### src/rtl/instr_fetch_if.sv
// Fetch-unit bus bundle: instruction-memory read port, branch redirect
// input and the valid/ready instruction channel toward decode.
//   master : the fetch unit (drives imem_req/imem_addr and the decode channel)
//   slave  : the environment (memory, branch resolution, decoder)
interface instr_fetch_if #(
  parameter int unsigned ADDR_W  = 32,
  parameter int unsigned INSTR_W = 32
) ();
  localparam int unsigned OPC_W = 6;

  logic               imem_req;
  logic [ADDR_W-1:0]  imem_addr;
  logic               imem_ack;
  logic [INSTR_W-1:0] imem_rdata;
  logic               redirect;
  logic [ADDR_W-1:0]  redirect_pc;
  logic               dec_ready;
  logic               instr_valid;
  logic [INSTR_W-1:0] instr;
  logic [OPC_W-1:0]   opcode;
  logic [ADDR_W-1:0]  pc_out;

  modport master (
    output imem_req, imem_addr, instr_valid, instr, opcode, pc_out,
    input  imem_ack, imem_rdata, redirect, redirect_pc, dec_ready
  );

  modport slave (
    input  imem_req, imem_addr, instr_valid, instr, opcode, pc_out,
    output imem_ack, imem_rdata, redirect, redirect_pc, dec_ready
  );
endinterface

### src/rtl/instr_fetch_unit.sv
// Instruction fetch unit: holds the PC, issues one instruction-memory read at
// a time, registers the returned word and presents {opcode, instr, pc_out} to
// decode under valid/ready. Branch redirects discard in-flight or held work.
// Ports:
//   clk  : rising-edge clock
//   rst  : asynchronous active-high reset
//   bus  : instr_fetch_if.master (imem_req/addr/ack/rdata, redirect/redirect_pc,
//          dec_ready, instr_valid/instr/opcode/pc_out); all outputs registered
module instr_fetch_unit #(
  parameter int unsigned       ADDR_W   = 32,
  parameter int unsigned       INSTR_W  = 32,
  parameter logic [ADDR_W-1:0] RESET_PC = '0,
  parameter int unsigned       PC_STEP  = 4
) (
  input  logic           clk,
  input  logic           rst,
  instr_fetch_if.master  bus
);
  localparam int unsigned OPC_W = 6;

  typedef enum logic [1:0] {
    FETCH = 2'd0,
    WAIT  = 2'd1,
    ISSUE = 2'd2,
    FLUSH = 2'd3
  } state_e;

  state_e             state_q, state_d;
  logic [ADDR_W-1:0]  pc_q, pc_d;
  logic               req_q, req_d;
  logic [ADDR_W-1:0]  addr_q, addr_d;
  logic               valid_q, valid_d;
  logic [INSTR_W-1:0] instr_q, instr_d;
  logic [OPC_W-1:0]   opcode_q, opcode_d;
  logic [ADDR_W-1:0]  pc_out_q, pc_out_d;

  // State and output registers
  always_ff @(posedge clk or posedge rst) begin
    if (rst) begin
      state_q  <= FETCH;
      pc_q     <= RESET_PC;
      req_q    <= 1'b0;
      addr_q   <= RESET_PC;
      valid_q  <= 1'b0;
      instr_q  <= '0;
      opcode_q <= '0;
      pc_out_q <= RESET_PC;
    end else begin
      state_q  <= state_d;
      pc_q     <= pc_d;
      req_q    <= req_d;
      addr_q   <= addr_d;
      valid_q  <= valid_d;
      instr_q  <= instr_d;
      opcode_q <= opcode_d;
      pc_out_q <= pc_out_d;
    end
  end

  // Next-state and next-output logic
  always_comb begin
    state_d  = state_q;
    pc_d     = pc_q;
    req_d    = req_q;
    addr_d   = addr_q;
    valid_d  = valid_q;
    instr_d  = instr_q;
    opcode_d = opcode_q;
    pc_out_d = pc_out_q;

    unique case (state_q)
      FETCH: begin
        if (bus.redirect) begin
          pc_d = bus.redirect_pc;
        end else begin
          req_d   = 1'b1;
          addr_d  = pc_q;
          state_d = WAIT;
        end
      end

      WAIT: begin
        if (bus.imem_ack) begin
          req_d = 1'b0;
          if (bus.redirect) begin
            pc_d    = bus.redirect_pc;
            state_d = FETCH;
          end else begin
            instr_d  = bus.imem_rdata;
            opcode_d = bus.imem_rdata[INSTR_W-1 -: OPC_W];
            pc_out_d = pc_q;
            valid_d  = 1'b1;
            state_d  = ISSUE;
          end
        end else if (bus.redirect) begin
          pc_d    = bus.redirect_pc;
          state_d = FLUSH;
        end
      end

      // Request is still outstanding at the old address; wait it out, then refetch.
      FLUSH: begin
        if (bus.redirect) begin
          pc_d = bus.redirect_pc;
        end
        if (bus.imem_ack) begin
          req_d   = 1'b0;
          state_d = FETCH;
        end
      end

      // Redirect wins over dec_ready: the held instruction is on a dead path.
      ISSUE: begin
        if (bus.redirect) begin
          valid_d  = 1'b0;
          opcode_d = '0;
          pc_d     = bus.redirect_pc;
          state_d  = FETCH;
        end else if (bus.dec_ready) begin
          valid_d  = 1'b0;
          opcode_d = '0;
          pc_d     = pc_q + ADDR_W'(PC_STEP);
          state_d  = FETCH;
        end
      end

      default: state_d = FETCH;
    endcase
  end

  assign bus.imem_req    = req_q;
  assign bus.imem_addr   = addr_q;
  assign bus.instr_valid = valid_q;
  assign bus.instr       = instr_q;
  assign bus.opcode      = opcode_q;
  assign bus.pc_out      = pc_out_q;

endmodule

### src/flat_wrapper.sv
// flat-port wrapper written by rule: the top's interface ports become plain ports
module instr_fetch_unit_flat 
#(
  parameter int unsigned       ADDR_W   = 32,
  parameter int unsigned       INSTR_W  = 32,
  parameter logic [ADDR_W-1:0] RESET_PC = '0,
  parameter int unsigned       PC_STEP  = 4
)
  (clk, rst, bus_imem_req, bus_imem_addr, bus_instr_valid, bus_instr, bus_opcode, bus_pc_out, bus_imem_ack, bus_imem_rdata, bus_redirect, bus_redirect_pc, bus_dec_ready);
  instr_fetch_if #(.ADDR_W(ADDR_W), .INSTR_W(INSTR_W)) bus_i ();
  input  logic clk;
  input  logic rst;
  output wire logic [$bits(bus_i.imem_req)-1:0] bus_imem_req;
  output wire logic [$bits(bus_i.imem_addr)-1:0] bus_imem_addr;
  output wire logic [$bits(bus_i.instr_valid)-1:0] bus_instr_valid;
  output wire logic [$bits(bus_i.instr)-1:0] bus_instr;
  output wire logic [$bits(bus_i.opcode)-1:0] bus_opcode;
  output wire logic [$bits(bus_i.pc_out)-1:0] bus_pc_out;
  input wire logic [$bits(bus_i.imem_ack)-1:0] bus_imem_ack;
  input wire logic [$bits(bus_i.imem_rdata)-1:0] bus_imem_rdata;
  input wire logic [$bits(bus_i.redirect)-1:0] bus_redirect;
  input wire logic [$bits(bus_i.redirect_pc)-1:0] bus_redirect_pc;
  input wire logic [$bits(bus_i.dec_ready)-1:0] bus_dec_ready;
  assign bus_imem_req = bus_i.imem_req;
  assign bus_imem_addr = bus_i.imem_addr;
  assign bus_instr_valid = bus_i.instr_valid;
  assign bus_instr = bus_i.instr;
  assign bus_opcode = bus_i.opcode;
  assign bus_pc_out = bus_i.pc_out;
  assign bus_i.imem_ack = bus_imem_ack;
  assign bus_i.imem_rdata = bus_imem_rdata;
  assign bus_i.redirect = bus_redirect;
  assign bus_i.redirect_pc = bus_redirect_pc;
  assign bus_i.dec_ready = bus_dec_ready;
  instr_fetch_unit #(.ADDR_W(ADDR_W), .INSTR_W(INSTR_W), .RESET_PC(RESET_PC), .PC_STEP(PC_STEP)) u_core (.clk(clk), .rst(rst), .bus(bus_i));
endmodule
### config.mk
export PLATFORM = sky130hd
export DESIGN_NAME = instr_fetch_unit_flat
export DESIGN_NICKNAME = d
export VERILOG_FILES = /design/src/rtl/instr_fetch_if.sv /design/src/rtl/instr_fetch_unit.sv /design/src/flat_wrapper.sv
export SDC_FILE = /design/constraint.sdc
export NUM_CORES = 1
export LEC_CHECK = 0
export CORE_MARGIN = 3
export CORE_UTILIZATION = 35
export DETAILED_ROUTE_END_ITERATION = 6
export PLACE_DENSITY_LB_ADDON = 0.25
export SLEW_MARGIN = 20
export SYNTH_ARGS = -nofsm -noshare
export SYNTH_HDL_FRONTEND = slang
export SYNTH_SLANG_ARGS = --single-unit
### constraint.sdc
create_clock -name clk -period 5 [get_ports clk]
set_clock_uncertainty 0.2 [all_clocks]
set_input_delay 0.5 -clock clk [delete_from_list [all_inputs] [get_ports clk]]
set_output_delay 0.5 -clock clk [all_outputs]
set_load 0.005 [all_outputs]
==> results of run 1 <==
critical path, cell delays in order, from the launching register on:
cell	delay, ps
dfrtp_1	460
ha_1	240
nand4_1	350
nor3_1	820
or3b_2	520
a31oi_1	180
per-stage QoR:
| stage | cell area, sq um | power [mW] | hold slack, ps |
|---|---|---|---|
| after detailed placement | 7774 | 3.500 | 273.2 |
| final | 8434 | 4.848 | 288.1 |
| after floorplan | 5813 | 2.408 | 274.0 |
| after global routing | 8434 | 5.111 | 307.1 |
| after CTS | 8434 | 4.928 | 287.6 |
| after global placement | 7774 | 3.453 | 284.5 |
state kept, by name, indices dropped and copies added, names as in the netlist:
signal                  cells
u_core.bus.opcode           6
u_core.bus.imem_addr       32
u_core.state_q              2
u_core.bus.imem_req         1
u_core.pc_q                32
u_core.bus.instr           32
u_core.bus.instr_valid      1
u_core.bus.pc_out          32
cell usage after synthesis (2+ instances only):
cell	n
dfrtp_1	138
mux2_2	98
nor2_1	24
clkbuf_1	23
nand2_1	20
a31oi_1	14
nand4_1	13
o21ai_0	13
a22o_1	7
nand3_1	7
nor3_1	7
and4_1	6
xor2_1	6
inv_1	5
o22ai_1	5
o31ai_1	5
o41ai_1	4
or3_1	4
or4_1	4
a211oi_1	2
a21o_1	2
a21oi_1	2
a311oi_1	2
a31o_2	2
buf_2	2
mux2i_1	2
nand2b_1	2
nor4_1	2
or3_2	2
or4b_1	2
xnor2_1	2
power groups by stage:
stage | Clock (mW) | Combinational, mW | Sequential (mW)
detailed placement | 0 | 1.64 | 1.86
global route | 1.47 | 1.73 | 1.91
CTS | 1.43 | 1.65 | 1.85
global placement | 0 | 1.60 | 1.85
floorplan | 0 | 0.560 | 1.85
finish | 1.39 | 1.61 | 1.85
layer usage:
layer	part of all wire, %	global-route usage (%)
met1	44	22.19
met2	49	26.63
met3	5.4	4.322
met4	1.1	4.808
met5	0	0
area by class of cell:
class	instances	area, sq um	area share, %
well taps	216	270.3	3.204
repair buffers	179	1787	21.18
inverters	6	27.53	0.3264
multi-input cells	275	2236	26.51
flip-flops and latches	138	3453	40.94
clock buffers	21	470.5	5.578
clock inverters	11	190.2	2.255
worst min-delay path by stage:
stage                                     start                                to  slack [ps]  cells past startpoint
5_1_grt        u_core.bus.opcode[5]$_DFFE_PP0P_  u_core.bus.opcode[5]$_DFFE_PP0P_         310                      1
4_1_cts         u_core.bus.imem_req$_DFFE_PP0P_   u_core.bus.imem_req$_DFFE_PP0P_         290                      1
3_3_place_gp    u_core.bus.imem_req$_DFFE_PP0P_   u_core.bus.imem_req$_DFFE_PP0P_         280                      1
2_1_floorplan   u_core.bus.imem_req$_DFFE_PP0P_   u_core.bus.imem_req$_DFFE_PP0P_         270                      1
3_5_place_dp    u_core.bus.imem_req$_DFFE_PP0P_   u_core.bus.imem_req$_DFFE_PP0P_         270                      1
6_report        u_core.bus.imem_req$_DFFE_PP0P_   u_core.bus.imem_req$_DFFE_PP0P_         290                      1
cells by family (layout without fill, tap and decap cells):
logic type / count (synthesis) / count (layout) / synth area share, %
muxes: 100 / 100 / 19.33
xor gates and xnor gates: 8 / 8 / 1.205
AOI/OAI and AO/OA: 60 / 60 / 7.103
adders and majority gates: 1 / 1 / 0.2152
and+or+nand+nor: 106 / 106 / 10.44
buffers and inverters: 33 / 217 / 2.303
DFF: 138 / 138 / 59.41
==> run_results.csv, run 1 <==
group,metric,value,unit
drt,route.vias.total,4287,
grt,grt_usage,16.55,%
drt,drt-initial-drc-count,315,
worst_setup_path,worstPathRequired,5110,ps
power,clock_power_share,28.8,%
finish,fillers,1359,
power,p_per_area,574.8,mW/mm^2
placed_design,routabilityCongestion,0.7776,
power,intPower,3.626,mW
power,leakage,3.359,nW
clock_network,htreeDepth,4,
worst_setup_path,crit_fanout,7,
timing,max_freq,347.6,MHz
placed_design,dp_cells,814,
grt,antenna_found_initial,0,
worst_setup_path,start_kind,"flop",
clock_network,insertion_delay,410,ps
power,p_sw,1.222,mW
worst_setup_path,arrival,2990,ps
timing,slew_violations,0,
timing,final-hold-violation-count,0,
finish,drive_above_1_share,23.81,%
placed_design,place_ws,1824,ps
timing,finalCritPeriodShare,57.54,%
power,vdd_drop_max,0.2453,mV
drt,final_antenna_net_count,0,
synth,syn_nets,516,
synth,yosys.area.top_type_share,59.41,%
worst_setup_path,crit_end,"u_core.pc_q[22]$_DFFE_PP0P_",
clock_network,cts_setup_buffers,0,
worst_setup_path,r2r_setup_slack,2120,ps
timing,setup_ws,2123,ps
placed_design,dpl.hpwl,10.41,mm
drt,avgViaCountPerCell,5.067,
finish,area_growth,45.09,%
clock_network,cts_resized,0,
drt,routed_wirelength,14.76,mm
timing,rsz0062_at_grt,"false",
finish,final_cell_mix,"172 x clkdlybuf4s50_1, 138 x dfrtp_1, 98 x mux2_2, 24 x nor2_1, 20 x nand2_1",
worst_setup_path,end_kind,"flop",
worst_setup_path,worstReg2RegStart,"u_core.pc_q[2]$_DFFE_PP0P_",
timing,slew_headroom,35.94,%
clock_network,clkSinkCount,138,
finish,finish.net_count,687,
floorplanning,die_area,0.01819,sq mm
grt,gr-total-overflow,0,
synth,yosys_warnings,0,
synth,synth_top_cell_by_area,"dfrtp_1",
finish,final_core_util,52.52,%
synth,ys_ff_latch,138,
min_path,hp-class,"flop to flop",
clock_network,cts_tree,"done",
drt,wl_per_cell,17.44,microns
clock_network,clockBufferDepth,2,
floorplanning,die_width,134.9,microns
worst_setup_path,worst-setup-path-type,"flop to flop",
clock_network,clk_pin_slew,60,ps
clock_network,clock-root-buffer,"clkbuf_16",
drt,dr.pass1.iters,4,
floorplanning,pin_count,173,
clock_network,cts_hold_buf,0,
grt,grt_pass1_vias,4408,
floorplanning,core-area,0.01606,sq mm
placed_design,portBuffers,172,
timing,worst_pin_slew,960.9,ps
timing,period_needed,2877,ps
drt,drc,0,
synth,synth_edf_count,0,
finish,diodes,0,
clock_network,cts_made_buffers,17,
floorplanning,die_h,134.9,microns
power,switching_share,25.20,%
worst_setup_path,r2r_end,"u_core.pc_q[22]$_DFFE_PP0P_",
worst_setup_path,reg2reg_depth,5,
synth,synthCells,446,
power,seqPwrFrac,38.1,%
synth,synth-main-ff-cell,"dfrtp_1",
run,max-cap-violations,0,
outcome,status,"completed",
timing,final-setup-viol-count,0,
grt,grt_max_degree,108,
power,power_frac_comb,33.2,%
finish,final_common_cell,"clkdlybuf4s50_1",
grt,grt_pass1_wl,23.70,mm
floorplanning,core.rowCount,46,
synth,yosysUniqueCellTypes,50,
synth,synth.cell_area,0.005813,sq mm
synth,synthArstFlopShare,100.0,%
timing,fin_setup_tns,0,ps
synth,syn_area_per_cell,13.03,sq um
synth,netlist_top_cells_area,"dfrtp_1 59%, mux2_2 19%, nor2_1 1.5%, a31oi_1 1.5%, clkbuf_1 1.5%",
finish,fin_cells,846,
worst_setup_path,cp-startpoint,"u_core.pc_q[2]$_DFFE_PP0P_",
synth,yosysSeqAreaShare,59.41,%
floorplanning,initial_utilization,36.20,%
Note: power is estimated with default switching activity, not from simulation.
==> run 2: changes to the inputs <==
Clock period 5 ns to 2.7 ns, I/O delays scaled along.
==> run 2 against run 1 <==
Effect of this change:
- wire length fell by 0.39%
- combinational power up 85%
- core utilization grew 0.23 points
- clock-buffer cell count is 2 higher
- critical endpoint is now u_core.pc_q[27]$_DFFE_PP0P_
- global-route usage about the same
- total power rose by 82%
==> run_results.csv, run 2 (synthesis results as in run 1) <==
group,metric,value,unit
outcome,status,"completed",
timing,rsz0062_at_grt,"false",
drt,avgViaCountPerCell,5.080,
drt,dr.pass1.iters,4,
timing,slew_violations,0,
worst_setup_path,start_kind,"flop",
floorplanning,core.rowCount,46,
power,leakage,3.375,nW
clock_network,clockBufferDepth,2,
run,max-cap-violations,0,
worst_setup_path,worstPathRequired,2830,ps
finish,final_cell_mix,"172 x clkdlybuf4s50_1, 138 x dfrtp_1, 98 x mux2_2, 24 x nor2_1, 20 x nand2_1",
power,p_per_area,1040,mW/mm^2
finish,fin_cells,854,
drt,route.vias.total,4338,
timing,setup_ws,351.6,ps
clock_network,clkSinkCount,138,
clock_network,cts_tree,"done",
grt,antenna_found_initial,1,
floorplanning,die_width,134.9,microns
floorplanning,die_area,0.01819,sq mm
clock_network,clock-root-buffer,"clkbuf_16",
grt,grt_usage,16.51,%
floorplanning,initial_utilization,36.20,%
power,vdd_drop_max,0.4767,mV
worst_setup_path,arrival,2480,ps
placed_design,dpl.hpwl,10.56,mm
timing,fin_setup_tns,0,ps
clock_network,insertion_delay,410,ps
finish,final_common_cell,"clkdlybuf4s50_1",
timing,max_freq,425.8,MHz
placed_design,dp_cells,822,
grt,gr-total-overflow,0,
drt,drc,0,
floorplanning,die_h,134.9,microns
clock_network,htreeDepth,4,
drt,drt-initial-drc-count,202,
finish,area_growth,45.72,%
drt,routed_wirelength,14.70,mm
timing,period_needed,2348,ps
grt,grt_max_degree,60,
clock_network,cts_made_buffers,17,
worst_setup_path,worst-setup-path-type,"flop to flop",
finish,drive_above_1_share,24.18,%
clock_network,cts_hold_buf,0,
placed_design,portBuffers,172,
clock_network,cts_setup_buffers,0,
drt,final_antenna_net_count,0,
timing,final-hold-violation-count,0,
timing,final-setup-viol-count,0,
clock_network,cts_resized,0,
timing,worst_pin_slew,610.2,ps
drt,wl_per_cell,17.21,microns
worst_setup_path,end_kind,"flop",
grt,grt_pass1_wl,23.64,mm
clock_network,clk_pin_slew,50,ps
floorplanning,pin_count,173,
worst_setup_path,reg2reg_depth,4,
finish,finish.net_count,695,
finish,final_core_util,52.75,%
worst_setup_path,crit_fanout,15,
timing,finalCritPeriodShare,86.98,%
timing,slew_headroom,59.23,%
floorplanning,core-area,0.01606,sq mm
min_path,hp-class,"input pin to asynchronous set/reset pin",
power,total_power,8.810,mW
placed_design,routabilityCongestion,0.7882,
grt,grt_pass1_vias,4472,
placed_design,place_ws,221.8,ps
[run 2: worst paths after layout]
| check | startpoint | endpoint | slack [ps] |
|---|---|---|---|
| worst min register to register | u_core.bus.imem_req$_DFFE_PP0P_ | u_core.bus.imem_req$_DFFE_PP0P_ | 280 |
| worst min-delay path | rst | u_core.bus.imem_addr[18]$_DFFE_PP0P_ | 80 |
| worst max register to register | u_core.pc_q[11]$_DFFE_PP0P_ | u_core.pc_q[27]$_DFFE_PP0P_ | 350 |
| min in group clk | bus_redirect_pc[19] | u_core.pc_q[19]$_DFFE_PP0P_ | 230 |
| max in group asynchronous | rst | u_core.bus.instr[4]$_DFFE_PP0P_ | 1570 |
| worst max-delay path | u_core.pc_q[11]$_DFFE_PP0P_ | u_core.pc_q[27]$_DFFE_PP0P_ | 350 |
[run 2: cell type report]
| cell class | count | area (sq um) |
|---|---|---|
| antenna | 1 | 2.502 |
| clock buffer | 23 | 467.9 |
| clock inverter | 8 | 142.6 |
| fill | 1368 | 7587 |
| inverter | 6 | 26.28 |
| multi-input combinational | 275 | 2236 |
| sequential | 138 | 3453 |
| tap | 216 | 270.3 |
| timing repair buffer | 187 | 1872 |
[run 2: stage by stage]
step	hold slack, ps	area, sq um
floorplan	191.0	5817
global placement	262.8	7858
detailed placement	268.9	7858
CTS	80.60	8468
global route	120.8	8471
finish	80.98	8471
[run 2: per-layer routing]
layer  share of wire, %  vias to the layer above  GRT usage [%]  routed length [microns]
li1                   -                     2021              -                        -
met1                 44                     2165          21.44                     6425
met2                 48                      137          26.24                     7037
met3                6.7                       15          4.769                      982
met4                1.7                        0          6.391                      255
met5                  0                        -              0                        0
[run 2: power by group]
part | total, mW | internal, mW | switching, mW | leakage (nW)
Sequential | 3.41 | 2.91 | 0.503 | 1.62
Clock | 2.41 | 1.58 | 0.829 | 0.297
Combinational | 2.98 | 2.10 | 0.879 | 1.46
Total | 8.81 | 6.60 | 2.21 | 3.38
[run 2: critical path: stages (launching register included)]
cell and delay, ps:
dfrtp_1 520, nand3_4 180, or4_4 660, or4_1 540
a31oi_1 170
==> run 3: changes to the inputs <==
Settings changed: CELL_PAD_IN_SITES_DETAIL_PLACEMENT set to 1, CELL_PAD_IN_SITES_GLOBAL_PLACEMENT set to 1, SKIP_CTS_REPAIR_TIMING set to 1.
==> run 3 against run 2 <==
Effect of this change:
- combinational power increased by 2%
- highest routed layer is now met5
- die area unchanged
- register-to-register slack got worse by 30 ps
- setup slack got worse by 29 ps
- first-iteration DRC count decreased by 31%
- via count increased by 0.88%
- clock-buffer cell count decreased by 1
- critical path type unchanged
- total power decreased by 1.9%
- final area decreased by 0.47%
- core utilization decreased by 0.25 points
- critical path depth unchanged
- critical endpoint is now u_core.pc_q[31]$_DFFE_PP0P_
==> run_results.csv, run 3 (synthesis results as in run 1) <==
group,metric,value,unit
finish,drive_above_1_share,24.92,%
power,p_per_area,1025,mW/mm^2
floorplanning,initial_utilization,36.20,%
drt,drc,0,
drt,final_antenna_net_count,0,
clock_network,clockBufferDepth,2,
drt,routed_wirelength,16.50,mm
run,max-cap-violations,0,
timing,slew_headroom,48.51,%
timing,period_needed,2378,ps
grt,grt_max_degree,73,
worst_setup_path,end_kind,"flop",
floorplanning,die_area,0.01819,sq mm
timing,finalCritPeriodShare,88.06,%
drt,wl_per_cell,19.31,microns
drt,drt-initial-drc-count,139,
grt,gr-total-overflow,0,
finish,final_cell_mix,"172 x clkdlybuf4s50_1, 138 x dfrtp_1, 98 x mux2_2, 24 x nor2_1, 20 x nand2_1",
power,leakage,3.349,nW
placed_design,dpl.hpwl,11.75,mm
power,total_power,8.644,mW
grt,antenna_found_initial,1,
placed_design,portBuffers,172,
power,p_sw,2.335,mW
worst_setup_path,worstPathRequired,2830,ps
outcome,status,"completed",
power,seqPwrFrac,39.5,%
worst_setup_path,crit_fanout,10,
clock_network,clk_pin_slew,60,ps
clock_network,htreeDepth,4,
timing,setup_ws,322.4,ps
finish,fin_area,0.008431,sq mm
finish,final_common_cell,"clkdlybuf4s50_1",
drt,dr.pass1.iters,5,
worst_setup_path,worst-setup-path-type,"flop to flop",
placed_design,routabilityCongestion,0.7355,
power,switching_share,27.01,%
min_path,hp-class,"input pin to asynchronous set/reset pin",
worst_setup_path,start_kind,"flop",
timing,final-hold-violation-count,0,
clock_network,cts_tree,"done",
grt,grt_usage,18.51,%
finish,finish.net_count,695,
floorplanning,pin_count,173,
floorplanning,core.rowCount,46,
finish,final_core_util,52.50,%
drt,avgViaCountPerCell,5.124,
clock_network,cts_made_buffers,17,
finish,fin_cells,854,
timing,rsz0062_at_grt,"false",
grt,grt_pass1_vias,4822,
timing,slew_violations,0,
timing,max_freq,420.6,MHz
floorplanning,core-area,0.01606,sq mm
timing,fin_setup_tns,0,ps
worst_setup_path,arrival,2510,ps
timing,fin_hold_ws,133.3,ps
power,vdd_drop_max,0.4748,mV
floorplanning,die_width,134.9,microns
floorplanning,die_h,134.9,microns
power,clock_power_share,25.2,%
timing,final-setup-viol-count,0,
finish,diodes,0,
grt,grt_pass1_wl,26.28,mm
clock_network,clkSinkCount,138,
placed_design,post_dp_cell_area,0.007870,sq mm
timing,worst_pin_slew,770.7,ps
placed_design,dp_cells,822,
power,intPower,6.310,mW
finish,area_growth,45.03,%
power,power_frac_comb,35.3,%
clock_network,insertion_delay,420,ps
placed_design,place_ws,143.6,ps
clock_network,clock-root-buffer,"clkbuf_16",
drt,route.vias.total,4376,
## run 3: cell types whose count changed in the layout (fill, tap and decap cells not counted), sizes merged
cell,change
bufinv,-4
clkbuf,-1
clkinv,+1
clkinvlp,+4
diode,-1
inv,+1
## run 3: cell type report
class	count	area (sq um)
Sequential cell	138	3453
Inverter	6	26.28
Clock inverter	10	66.31
Fill cell	1613	7627
Timing Repair Buffer	187	1884
Tap cell	216	270.3
Multi-Input combinational cell	275	2236
Clock buffer	22	494.2
## run 3: worst paths after layout
| kind | startpoint | endpoint | slack, ps | depth (start not counted) |
|---|---|---|---|---|
| worst max-delay path | u_core.pc_q[4]$_DFFE_PP0P_ | u_core.pc_q[31]$_DFFE_PP0P_ | 320 | 4 |
| worst min-delay path | rst | u_core.bus.pc_out[31]$_DFFE_PP0P_ | 130 | 2 |
| worst max register to register | u_core.pc_q[4]$_DFFE_PP0P_ | u_core.pc_q[31]$_DFFE_PP0P_ | 320 | 4 |
| worst min register to register | u_core.bus.opcode[4]$_DFFE_PP0P_ | u_core.bus.opcode[4]$_DFFE_PP0P_ | 300 | 1 |
| max in group asynchronous | rst | u_core.bus.imem_addr[2]$_DFFE_PP0P_ | 1500 | 3 |
| min in group clk | bus_redirect_pc[7] | u_core.pc_q[7]$_DFFE_PP0P_ | 220 | 3 |
## run 3: metal layers
| metal | share of wire [%] | track usage, % | up-vias |
|---|---|---|---|
| met5 | 0.079 | 0 | - |
| met4 | 1.3 | 6.448 | 2 |
| met3 | 5.0 | 4.881 | 18 |
| met2 | 52 | 31.99 | 105 |
| met1 | 41 | 22.40 | 2241 |
| li1 | - | - | 2010 |
## run 3: critical path, cell delays in order, from the launching register on
cell and delay (ps):
dfrtp_1 500, and4_1 410, nand4_1 390, or4_1 590, a31oi_1 200
## run 3: power by group through the flow
stage                     registers [mW]  clock network (mW)  logic, mW
after floorplan                     3.42                   0       1.04
after global routing                3.54                2.33       3.28
after global placement              3.41                   0       3.01
final                               3.42                2.17       3.05
after detailed placement            3.45                   0       3.11
after CTS                           3.43                2.24       3.13
